`src/rtl/dmni_ni_ctrl.sv`:
```
// DMNI network-interface control: masked IRQ controller, BrLite TX queue, monitor pointers/clear.
// Optional receive-timestamp latch is built in when DMNI_RCV_TIMESTAMP_EN is defined.
module dmni_ni_ctrl #(
   parameter int unsigned N_IRQ    = 4,
   parameter int unsigned N_MON    = 2,
   parameter int unsigned TX_DEPTH = 4,
   parameter int unsigned CFG_AW   = 5
) (
   input  logic                clk_i,
   input  logic                rst_ni,
   input  logic                cfg_en_i,
   input  logic                cfg_we_i,
   input  logic [CFG_AW-1:0]   cfg_addr_i,
   input  logic [31:0]         cfg_data_i,
   output logic [31:0]         cfg_data_o,
   input  logic [N_IRQ-1:0]    irq_src_i,
   output logic                irq_o,
   output logic                br_req_o,
   input  logic                br_ack_i,
   output logic [1:0]          br_service_o,
   output logic [7:0]          br_ksvc_o,
   output logic [15:0]         br_target_o,
   output logic [31:0]         br_payload_o,
   output logic [N_MON*32-1:0] br_mon_ptrs_o,
   output logic                br_mon_clear_o,
   input  logic                br_mon_clear_ack_i,
   output logic [31:0]         br_mon_task_clear_o,
   input  logic                eop_acked_i,
   input  logic [31:0]         rcv_timestamp_i
);
   localparam int unsigned PW = $clog2(TX_DEPTH);
   localparam int unsigned CW = PW + 1;
   localparam int unsigned RW = N_IRQ + 2;

   localparam logic [CFG_AW-1:0] AddrStatus  = CFG_AW'(0);
   localparam logic [CFG_AW-1:0] AddrIrqRaw  = CFG_AW'(1);
   localparam logic [CFG_AW-1:0] AddrIrqMask = CFG_AW'(2);
   localparam logic [CFG_AW-1:0] AddrIrqStat = CFG_AW'(3);
   localparam logic [CFG_AW-1:0] AddrService = CFG_AW'(4);
   localparam logic [CFG_AW-1:0] AddrKsvc    = CFG_AW'(5);
   localparam logic [CFG_AW-1:0] AddrTarget  = CFG_AW'(6);
   localparam logic [CFG_AW-1:0] AddrPayload = CFG_AW'(7);
   localparam logic [CFG_AW-1:0] AddrPush    = CFG_AW'(8);
   localparam logic [CFG_AW-1:0] AddrOvf     = CFG_AW'(9);
   localparam logic [CFG_AW-1:0] AddrMonClr  = CFG_AW'(10);
   localparam logic [CFG_AW-1:0] AddrRcvTs   = CFG_AW'(11);

   typedef struct packed {
      logic [1:0]  service;
      logic [7:0]  ksvc;
      logic [15:0] target;
      logic [31:0] payload;
   } br_entry_t;

   br_entry_t [TX_DEPTH-1:0] mem_q;
   br_entry_t                stage_q;
   logic [PW-1:0]            wr_ptr_q, rd_ptr_q;
   logic [CW-1:0]            count_q;
   logic [RW-1:0]            mask_q;
   logic                     ovf_q, tx_empty_q, clear_busy_q, irq_q;
   logic [31:0]              task_q, rdata_q, rd_data, ts_val;
   logic [N_MON-1:0][31:0]   mon_ptr_q;

   logic          wr_en, rd_en, push_req, push, pop, full, empty, mon_clr_start;
   logic [RW-1:0] irq_raw;

   assign wr_en    = cfg_en_i & cfg_we_i;
   assign rd_en    = cfg_en_i & ~cfg_we_i;
   assign full     = (count_q == CW'(TX_DEPTH));
   assign empty    = (count_q == '0);
   assign pop      = br_ack_i & ~empty;
   assign push_req = wr_en & (cfg_addr_i == AddrPush);
   // A full queue still accepts a push when the head leaves in the same cycle.
   assign push     = push_req & (~full | pop);
   assign irq_raw  = {ovf_q, tx_empty_q, irq_src_i};
   assign mon_clr_start = wr_en & (cfg_addr_i == AddrMonClr) & ~clear_busy_q;

   always_comb begin
      rd_data = '0;
      case (cfg_addr_i)
         AddrStatus:  rd_data = {16'(count_q), 13'b0, clear_busy_q, full, empty};
         AddrIrqRaw:  rd_data = 32'(irq_raw);
         AddrIrqMask: rd_data = 32'(mask_q);
         AddrIrqStat: rd_data = 32'(irq_raw & mask_q);
         AddrService: rd_data = 32'(stage_q.service);
         AddrKsvc:    rd_data = 32'(stage_q.ksvc);
         AddrTarget:  rd_data = 32'(stage_q.target);
         AddrPayload: rd_data = stage_q.payload;
         AddrOvf:     rd_data = 32'(ovf_q);
         AddrRcvTs:   rd_data = ts_val;
         default:     rd_data = '0;
      endcase
      for (int unsigned i = 0; i < N_MON; i++) begin
         if (cfg_addr_i == CFG_AW'(16 + i)) rd_data = mon_ptr_q[i];
      end
   end

   always_ff @(posedge clk_i) begin
      if (!rst_ni) begin
         mem_q        <= '0;
         stage_q      <= '0;
         wr_ptr_q     <= '0;
         rd_ptr_q     <= '0;
         count_q      <= '0;
         mask_q       <= '0;
         ovf_q        <= 1'b0;
         tx_empty_q   <= 1'b0;
         clear_busy_q <= 1'b0;
         irq_q        <= 1'b0;
         task_q       <= '0;
         rdata_q      <= '0;
         mon_ptr_q    <= '0;
      end else begin
         if (rd_en) rdata_q <= rd_data;
         irq_q <= |(irq_raw & mask_q);
         if (wr_en) begin
            case (cfg_addr_i)
               AddrIrqMask: mask_q          <= cfg_data_i[RW-1:0];
               AddrService: stage_q.service <= cfg_data_i[1:0];
               AddrKsvc:    stage_q.ksvc    <= cfg_data_i[7:0];
               AddrTarget:  stage_q.target  <= cfg_data_i[15:0];
               AddrPayload: stage_q.payload <= cfg_data_i;
               default: ;
            endcase
            for (int unsigned i = 0; i < N_MON; i++) begin
               if (cfg_addr_i == CFG_AW'(16 + i)) mon_ptr_q[i] <= cfg_data_i;
            end
         end
         if (push) begin
            mem_q[wr_ptr_q] <= stage_q;
            wr_ptr_q        <= wr_ptr_q + PW'(1);
         end
         if (pop) rd_ptr_q <= rd_ptr_q + PW'(1);
         if (push && !pop) count_q <= count_q + CW'(1);
         else if (pop && !push) count_q <= count_q - CW'(1);
         if (push_req && !push) ovf_q <= 1'b1;
         else if (wr_en && cfg_addr_i == AddrOvf) ovf_q <= 1'b0;
         // A fresh empty event outranks the clear-on-read of the old one.
         if (pop && !push && count_q == CW'(1)) tx_empty_q <= 1'b1;
         else if (rd_en && cfg_addr_i == AddrIrqRaw) tx_empty_q <= 1'b0;
         if (br_mon_clear_ack_i) clear_busy_q <= 1'b0;
         else if (mon_clr_start) clear_busy_q <= 1'b1;
         if (mon_clr_start) task_q <= cfg_data_i;
      end
   end

`ifdef DMNI_RCV_TIMESTAMP_EN
   logic [31:0] ts_q;
   always_ff @(posedge clk_i) begin
      if (!rst_ni) ts_q <= '0;
      else if (eop_acked_i) ts_q <= rcv_timestamp_i;
   end
   assign ts_val = ts_q;
`else
   logic unused_ts;
   assign unused_ts = ^{eop_acked_i, rcv_timestamp_i};
   assign ts_val    = '0;
`endif

   assign cfg_data_o          = rdata_q;
   assign irq_o               = irq_q;
   assign br_req_o            = ~empty;
   assign br_service_o        = mem_q[rd_ptr_q].service;
   assign br_ksvc_o           = mem_q[rd_ptr_q].ksvc;
   assign br_target_o         = mem_q[rd_ptr_q].target;
   assign br_payload_o        = mem_q[rd_ptr_q].payload;
   assign br_mon_ptrs_o       = mon_ptr_q;
   assign br_mon_clear_o      = clear_busy_q;
   assign br_mon_task_clear_o = task_q;

endmodule

```
`config.mk`:
```
export PLATFORM = sky130hd
export DESIGN_NAME = dmni_ni_ctrl
export DESIGN_NICKNAME = d
export VERILOG_FILES = /design/src/rtl/dmni_ni_ctrl.sv
export SDC_FILE = /design/constraint.sdc
export NUM_CORES = 1
export LEC_CHECK = 0
export ABC_AREA = 1
export CAP_MARGIN = 20
export CORE_MARGIN = 2
export CORE_UTILIZATION = 59
export CTS_BUF_LIST = sky130_fd_sc_hd__clkbuf_16
export DETAILED_ROUTE_END_ITERATION = 7
export GPL_ROUTABILITY_DRIVEN = 0
export PLACE_DENSITY_LB_ADDON = 0.12
export SLEW_MARGIN = 10
export SYNTH_ARGS = -nofsm -noshare
export SYNTH_HDL_FRONTEND = slang
export SYNTH_SLANG_ARGS = --single-unit
```
`constraint.sdc`:
```
create_clock -name clk_i -period 5.5 [get_ports clk_i]
set_input_delay 1.65 -clock clk_i [delete_from_list [all_inputs] [get_ports clk_i]]
set_output_delay 1.65 -clock clk_i [all_outputs]
set_load 0.03 [all_outputs]
```
==> results.yml, run 1 <==
sta:
  setup-tns-final_ns: 0
  holdWs_ns: 0.443
  setup_ws_ns: 0.848
  finalCritPeriodShare_pct: 84.6
  period_needed_ns: 4.65
  drv_slew: 0
  fmax_mhz: 215
  rsz0062_at_grt: "false"
  relSlewSlack_pct: 34.4
  setup_viol: 0
  skew_ns: 0.0286
  worst_pin_slew_ns: 0.983
  finalHoldViolCount: 0
min_path:
  holdCritStartpoint: "mem_q[143]"
  holdPathEnd: "mem_q[143]"
  whs_path_depth: 2
  hp-class: "reg -> reg"
drt:
  drt_wl_total_um: 52700
  drc: 0
  avgRoutedWirePerCell_um: 17.2
  drt_pass1_iterations: 6
  viasPerCell: 5.63
  drtAntennaViolNets: 0
  drt-initial-drc-count: 1840
  vias: 17282
yosys:
  synth_top_area_share_pct: 47.9
  synth.largest_area_cell: "dfxtp_1"
  ys_seq_area_share_pct: 47.9
  syn-cell-area_um2: 18200
  yosysWarningCount: 0
  synth_nets: 2605
  synthArstFlopShare_pct: 0
  synth.distinct_cells: 25
  syn_area_per_cell_um2: 7.22
  synth_edf_count: 0
  synth_ff_type: "dfxtp_1"
  synth_top_cells_by_count: "a21oi_1, dfxtp_1, o21ai_0"
  ys_top_cells_by_area: "dfxtp_1, a21oi_1, o21ai_0"
  synth_cells: 2515
  synth-seq-cells: 435
  yosysMostFrequentCell: "a21oi_1"
die:
  fp.dieH_um: 179
  rows: 64
  io_pins: 269
  die_w_um: 179
  die_area_um2: 32200
  start_util_pct: 59.7
  core-area_um2: 30400
critical_path:
  r2r_setup_slack_ns: 3.14
  r2r_cells: 9
  crit_buf_inv: 3
  reg2reg_from: "count_q[0]"
  worstPathRequired_ns: 3.85
  worstPathArrival_ns: 3.00
  worst_setup_path_start_kind: "flop"
  crit_path_end_kind: "primary output"
  path_class: "reg -> out"
  crit_slowest_cell: "clkdlybuf4s50_1"
  crit_path_max_incr_delay_ns: 0.74
  reg2reg_to: "mem_q[193]"
  crit_family: "buffers and inverters"
  cp_common_cell: "a21oi_1"
  path_max_fanout: 38
  crit_chain: "inv_2 -> buf_4 -> a21oi_1 -> a21oi_1 -> clkdlybuf4s50_1"
power_and_ir_drop:
  ir_worst_vdd_v: 0.000212
  power_density_nw_per_um2: 320
  p_leak_nw: 8.03
cts:
  htree_levels: 2
  tritoncts: "yes"
  post_cts_resized: 0
  clk_pin_slew_ns: 0.06
  cts_buffers: 44
  cts_setup_buffers: 0
  clockBufferDepth: 3
  root_buffer: "clkbuf_16"
  cts_hold_buf: 0
  cts.sinks: 435
  clock_latency_ns: 0.55
global_route:
  grt.total_usage_pct: 31.2
  antenna_found_initial: 1
  grt_max_degree: 231
  grt_pass1_wl_um: 83400
  grt-ovfl-total: 0
  grt_pass1_vias: 15620
place:
  portBuffers: 235
  dp_slack_ns: 0.985
  detailed_place_hpwl_um: 33200
run:
  maxCapViolCount: 0
finish:
  final_nets: 2727
  drive_gt1_share_pct: 4.08
  area_growth_syn_to_layout_pct: 20.3
outcome:
  status: "finished clean"
where the power goes:
part           internal [W]  total (W)  switching, W
clock               0.00167    0.00290       0.00123
combinational      0.000264   0.000887      0.000623
sequential          0.00318    0.00320     0.0000244
total               0.00511    0.00699       0.00188
worst register-to-register path: stages (launching register included):
cell	delay, ns
dfxtp_1	0.35
inv_1	0.13
ha_1	0.23
nand3_1	0.10
nand2_2	0.16
inv_6	0.08
nand2_4	0.41
buf_4	0.47
o21ai_0	0.18
a21oi_1	0.16
registers in the layout, summed over array words and instances, names as in the netlist, 2 cells and up:
| register | flops |
|---|---|
| count_q | 3 |
| cfg_data_o | 32 |
| br_mon_ptrs_o | 64 |
| mem_q | 232 |
| br_mon_task_clear_o | 32 |
| wr_ptr_q | 2 |
| mask_q | 6 |
| stage_q | 58 |
| rd_ptr_q | 2 |
placed cells by master, fill, tap and decap left out, types with 4 or more instances in the layout:
| master | netlist | final |
|---|---|---|
| nand3_1 | 88 | 88 |
| o21ai_1 | 24 | 24 |
| clkdlybuf4s50_1 | 0 | 234 |
| clkinv_2 | 0 | 7 |
| nand2_4 | 4 | 4 |
| nor2_2 | 5 | 8 |
| buf_4 | 4 | 19 |
| o21ai_0 | 387 | 387 |
| inv_1 | 269 | 281 |
| inv_2 | 5 | 5 |
| clkinv_1 | 0 | 11 |
| ha_1 | 10 | 10 |
| a21oi_1 | 501 | 501 |
| nand4_1 | 20 | 20 |
| dfxtp_1 | 435 | 434 |
| bufinv_16 | 0 | 4 |
| nand2_1 | 329 | 329 |
| buf_12 | 0 | 5 |
| clkbuf_16 | 0 | 45 |
| nor2_1 | 245 | 241 |
routing by layer:
layer  vias to the layer above  global-route usage (%)  share of wire (%)  wire, µm
li1                       8477                       -                  -         -
met4                         0                    8.10                2.1      1130
met2                       771                    48.2                 45     23500
met1                      7951                    43.7                 43     22800
met5                         -                       0                  0         0
met3                        83                    7.88                 10      5270
stage by stage:
stage / util, % / power [W] / cells / area (µm²)
after floorplan: - / 0.00380 / 2515 / 18200
after global placement: 67.0 / 0.00413 / 2985 / 20400
after detailed placement: 67.0 / 0.00414 / 2985 / 20400
after CTS: 71.6 / 0.00700 / 3067 / 21800
after global routing: 71.8 / 0.00721 / 3069 / 21800
final: 71.8 / 0.00699 / 3070 / 21800
cell families after synthesis:
family                     count (synthesis)  synth area share, %
AOI/OAI and AO/OA                        914                 25.2
and+or+nand+nor                          694                 15.5
buffers and inverters                    460                 10.5
DFF                                      435                 47.9
adders and majority gates                 10                0.689
xor gates and xnor gates                   2               0.0965
how the worst max path moves through the flow:
stage,start,cells past startpoint,endpoint
final,rd_ptr_q[1],5,br_payload_o[17]
after CTS,rd_ptr_q[1],5,br_payload_o[17]
after floorplan,rd_ptr_q[0],5,br_payload_o[10]
after global placement,cfg_we_i,10,br_mon_task_clear_o[22]
after global routing,rd_ptr_q[1],5,br_payload_o[17]
after detailed placement,cfg_we_i,10,br_mon_task_clear_o[3]
final cells by class:
class / count / area (µm²)
flip-flops and latches: 435 / 8710
repair buffers: 261 / 2650
fillers: 2528 / 8590
diodes: 1 / 2.50
well taps: 396 / 495
inverters: 275 / 1040
multi-input cells: 1620 / 7560
clock buffers: 45 / 1130
clock inverters: 37 / 263
Note: power is estimated with default switching activity, not from simulation.
==> inputs of run 2 (changes only) <==
- CORE_UTILIZATION: 59 -> 54
- clock period: 5.5 -> 4.7 ns (I/O delays scaled with it)
==> results.yml, run 2 (synthesis results as in run 1) <==
outcome:
  status: "finished clean"
sta:
  relSlewSlack_pct: 17.6
  setup-tns-final_ns: 0
  skew_ns: 0.0237
  drv_slew: 0
  finalCritPeriodShare_pct: 94.9
  worst_pin_slew_ns: 1.24
  setup_viol: 0
  fmax_mhz: 224
  rsz0062_at_grt: "false"
  period_needed_ns: 4.46
  finalHoldViolCount: 0
power_and_ir_drop:
  seqPwrFrac_pct: 45.5
  p_leak_nw: 8.04
  power_w: 0.00823
  clockPowerShare_pct: 42.0
  power_density_nw_per_um2: 375
  swShare_pct: 26.6
  ir_worst_vdd_v: 0.000225
  p_sw_w: 0.00219
  p_int_w: 0.00604
  power_frac_comb_pct: 12.5
run:
  maxCapViolCount: 0
critical_path:
  worst_setup_path_start_kind: "flop"
  cp_common_cell: "a21oi_1"
  path_class: "reg -> out"
  crit_buf_inv: 3
  crit_chain: "inv_4 -> buf_4 -> a21oi_1 -> a21oi_1 -> clkdlybuf4s50_1"
  crit_slowest_cell: "clkdlybuf4s50_1"
  worstPathRequired_ns: 3.29
  crit_path_max_incr_delay_ns: 0.73
  path_max_fanout: 84
  worstPathArrival_ns: 3.05
  crit_family: "buffers and inverters"
  crit_path_end_kind: "primary output"
drt:
  drt-initial-drc-count: 1454
  drt_pass1_iterations: 5
  avgRoutedWirePerCell_um: 17.2
  drc: 0
  drtAntennaViolNets: 0
  drt_wl_total_um: 53600
  viasPerCell: 5.48
  vias: 17072
die:
  die_area_um2: 35100
  fp.dieH_um: 187
  die_w_um: 187
  core-area_um2: 33400
  start_util_pct: 54.4
  io_pins: 269
  rows: 67
place:
  detailed_place_hpwl_um: 32800
  portBuffers: 235
  dp.cells: 3037
finish:
  area_growth_syn_to_layout_pct: 20.9
  mostFrequentLayoutCells: "a21oi_1, dfxtp_1, o21ai_0"
  layout_commonest_cell: "a21oi_1"
  largest_reg_flops: 232
  nFillCells: 2970
  antennaDiodeCount: 0
  final_util_pct: 65.8
  stdcell_count: 3115
  final_nets: 2730
  drive_gt1_share_pct: 4.09
  regMostFlops: "mem_q"
global_route:
  grt-ovfl-total: 0
  grt.total_usage_pct: 29.6
  grt_pass1_wl_um: 85100
  antenna_found_initial: 0
  grt_pass1_vias: 15764
  grt_max_degree: 346
cts:
  clock_latency_ns: 0.55
  cts.sinks: 435
  cts_setup_buffers: 0
  post_cts_resized: 0
  cts_buffers: 46
  cts_hold_buf: 0
  clk_pin_slew_ns: 0.06
  tritoncts: "yes"
  htree_levels: 2
  clockBufferDepth: 3
  root_buffer: "clkbuf_16"
min_path:
  hp-class: "reg -> reg"
[run 2: changes by cell type in the layout (fill, tap and decap cells not counted), sizes merged]
| cell | previous run | this run |
|---|---|---|
| bufinv | 4 | 3 |
| clkbuf | 45 | 49 |
| buf | 27 | 28 |
| clkinv | 18 | 14 |
| diode | 1 | 0 |
| inv | 290 | 284 |
[run 2: routing by layer]
metal  up-vias  wire, µm  share of wire [%]  track usage, %
met2       568     23800                 44            46.0
li1       8477         -                  -               -
met1      7948     24400                 46            41.5
met5         -         0                  0               0
met3        79      4510                8.4            7.22
met4         0       894                1.7            6.87
[run 2: layout make-up]
cell class,instances,area (µm²),share of cell area (%)
flip-flops and latches,435,8710,39.7
well taps,448,561,2.55
clock buffers,49,1230,5.58
inverters,275,1040,4.73
clock inverters,26,186,0.849
multi-input cells,1620,7560,34.4
repair buffers,262,2680,12.2
[run 2: worst paths after layout]
check,startpoint,end,slack (ns),depth (start not counted)
hold reg to reg,mem_q[166],mem_q[166],0.44,2
hold / removal,mem_q[166],mem_q[166],0.44,2
setup / recovery,rd_ptr_q[0],br_payload_o[6],0.24,5
setup reg to reg,count_q[0],mem_q[74],2.35,10
[run 2: per-stage QoR]
step	cell area [µm²]	setup WS, ns	hold WS [ns]
after detailed placement	20500	0.793	0.436
after global routing	22000	0.115	0.456
after global placement	20500	0.795	0.432
final	22000	0.238	0.442
after CTS	21900	0.199	0.445
after floorplan	18200	1.65	0.424
[run 2: power groups by stage]
stage                     Combinational [W]  Clock (W)  Sequential (W)
final                               0.00103    0.00346         0.00374
after detailed placement            0.00102          0         0.00382
after CTS                           0.00102    0.00349         0.00374
after floorplan                    0.000621          0         0.00383
after global routing                0.00111    0.00363         0.00375
after global placement              0.00101          0         0.00382
[run 2: tightest hold or removal path, delay by kind of cell, from the launching register on]
kind	cells	cell delay, ns
AO/OA/AOI/OAI	1	0.04
buffers and inverters	1	0.04
flip-flops	1	0.30
==> inputs of run 3 (changes only) <==
- GPL_ROUTABILITY_DRIVEN: 0 -> 1
- REMOVE_ABC_BUFFERS: unset -> 1
==> results.yml, run 3 (synthesis results as in run 1) <==
cts:
  htree_levels: 2
  clk_pin_slew_ns: 0.06
  cts_buffers: 44
  cts_hold_buf: 0
  cts_setup_buffers: 0
  post_cts_resized: 0
  clockBufferDepth: 3
  root_buffer: "clkbuf_16"
  clock_latency_ns: 0.54
  tritoncts: "yes"
  cts.sinks: 435
power_and_ir_drop:
  ir_worst_vdd_v: 0.000225
  p_int_w: 0.00582
  p_leak_nw: 8.01
  power_frac_comb_pct: 13.4
  power_w: 0.00802
  seqPwrFrac_pct: 46.6
  swShare_pct: 27.5
  p_sw_w: 0.00221
  clockPowerShare_pct: 40.0
  power_density_nw_per_um2: 366
sta:
  setup-tns-final_ns: 0
  setup_viol: 0
  fmax_mhz: 234
  setup_ws_ns: 0.435
  finalHoldViolCount: 0
  worst_pin_slew_ns: 1.02
  drv_slew: 0
  finalCritPeriodShare_pct: 90.8
  skew_ns: 0.00641
  relSlewSlack_pct: 32.0
  period_needed_ns: 4.27
  rsz0062_at_grt: "false"
  holdWs_ns: 0.443
global_route:
  grt_max_degree: 226
  grt.total_usage_pct: 30.4
  grt_pass1_vias: 16172
  antenna_found_initial: 0
  grt-ovfl-total: 0
  grt_pass1_wl_um: 86500
die:
  core-area_um2: 33400
  start_util_pct: 54.4
  die_w_um: 187
  fp.dieH_um: 187
  io_pins: 269
  die_area_um2: 35100
  rows: 67
min_path:
  holdPathEnd: "mem_q[161]"
  holdCritStartpoint: "mem_q[161]"
  whs_path_depth: 2
  hp-class: "reg -> reg"
critical_path:
  worstPathArrival_ns: 2.86
  crit_path_end_kind: "primary output"
  r2r_setup_slack_ns: 2.44
  path_max_fanout: 59
  worst_setup_path_start_kind: "flop"
  reg2reg_to: "mem_q[151]"
  r2r_cells: 9
  reg2reg_from: "count_q[0]"
  worstPathRequired_ns: 3.29
  path_class: "reg -> out"
place:
  detailed_place_hpwl_um: 32500
  dp_slack_ns: 0.674
  portBuffers: 235
  gp_congestion: 0.906
drt:
  viasPerCell: 5.53
  drt-initial-drc-count: 1532
  drt_wl_total_um: 55100
  drtAntennaViolNets: 0
  drc: 0
  vias: 17279
  avgRoutedWirePerCell_um: 17.6
  drt_pass1_iterations: 7
finish:
  final_nets: 2733
  antennaDiodeCount: 0
  nFillCells: 2964
  layout_commonest_cell: "a21oi_1"
  drive_gt1_share_pct: 4.30
  largest_reg_flops: 232
  area_growth_syn_to_layout_pct: 20.5
  mostFrequentLayoutCells: "a21oi_1, dfxtp_1, o21ai_0"
  final_util_pct: 65.6
  regMostFlops: "mem_q"
run:
  maxCapViolCount: 0
outcome:
  status: "finished clean"
-- run 3: per-layer routing --
layer | wire length (µm) | vias up | track usage [%]
met1 | 23000 | 7980 | 38.9
met3 | 4930 | 134 | 6.87
li1 | - | 8490 | -
met2 | 25300 | 675 | 50.4
met5 | 0 | - | 0
met4 | 1820 | 0 | 11.1
-- run 3: worst max-delay path by stage --
stage	startpoint	to	slack [ns]
2_1_floorplan	rd_ptr_q[0]	br_ksvc_o[0]	-0.97
3_3_place_gp	cfg_we_i	mem_q[169]	0.70
3_5_place_dp	cfg_we_i	mem_q[24]	0.67
4_1_cts	rd_ptr_q[1]	br_target_o[13]	0.44
5_1_grt	rd_ptr_q[1]	br_target_o[13]	0.31
6_report	rd_ptr_q[0]	br_target_o[0]	0.43
-- run 3: worst max-delay path: stages, from the launching register on --
cell	delay, ns
dfxtp_2	0.35
buf_4	0.70
a21oi_1	0.15
a21oi_1	0.37
clkdlybuf4s50_1	0.74
-- run 3: power by group through the flow --
stage | combinational [W] | sequential, W | clock [W]
global placement | 0.00104 | 0.00382 | 0
detailed placement | 0.00106 | 0.00382 | 0
global route | 0.00115 | 0.00374 | 0.00340
finish | 0.00107 | 0.00374 | 0.00321
floorplan | 0.000512 | 0.00386 | 0
CTS | 0.00106 | 0.00374 | 0.00324
-- run 3: through the flow --
stage | cell area, µm² | cells
2_1_floorplan | 17300 | 2330
3_3_place_gp | 20600 | 3045
3_5_place_dp | 20600 | 3045
4_1_cts | 21900 | 3125
5_1_grt | 21900 | 3125
6_report | 21900 | 3125
-- run 3: layout make-up --
type / count / area [µm²] / share of cell area, %
clock buffers: 45 / 1130 / 5.14
well taps: 448 / 561 / 2.56
clock inverters: 35 / 170 / 0.777
multi-input cells: 1620 / 7590 / 34.7
repair buffers: 267 / 2690 / 12.3
inverters: 275 / 1040 / 4.76
flip-flops and latches: 435 / 8710 / 39.8
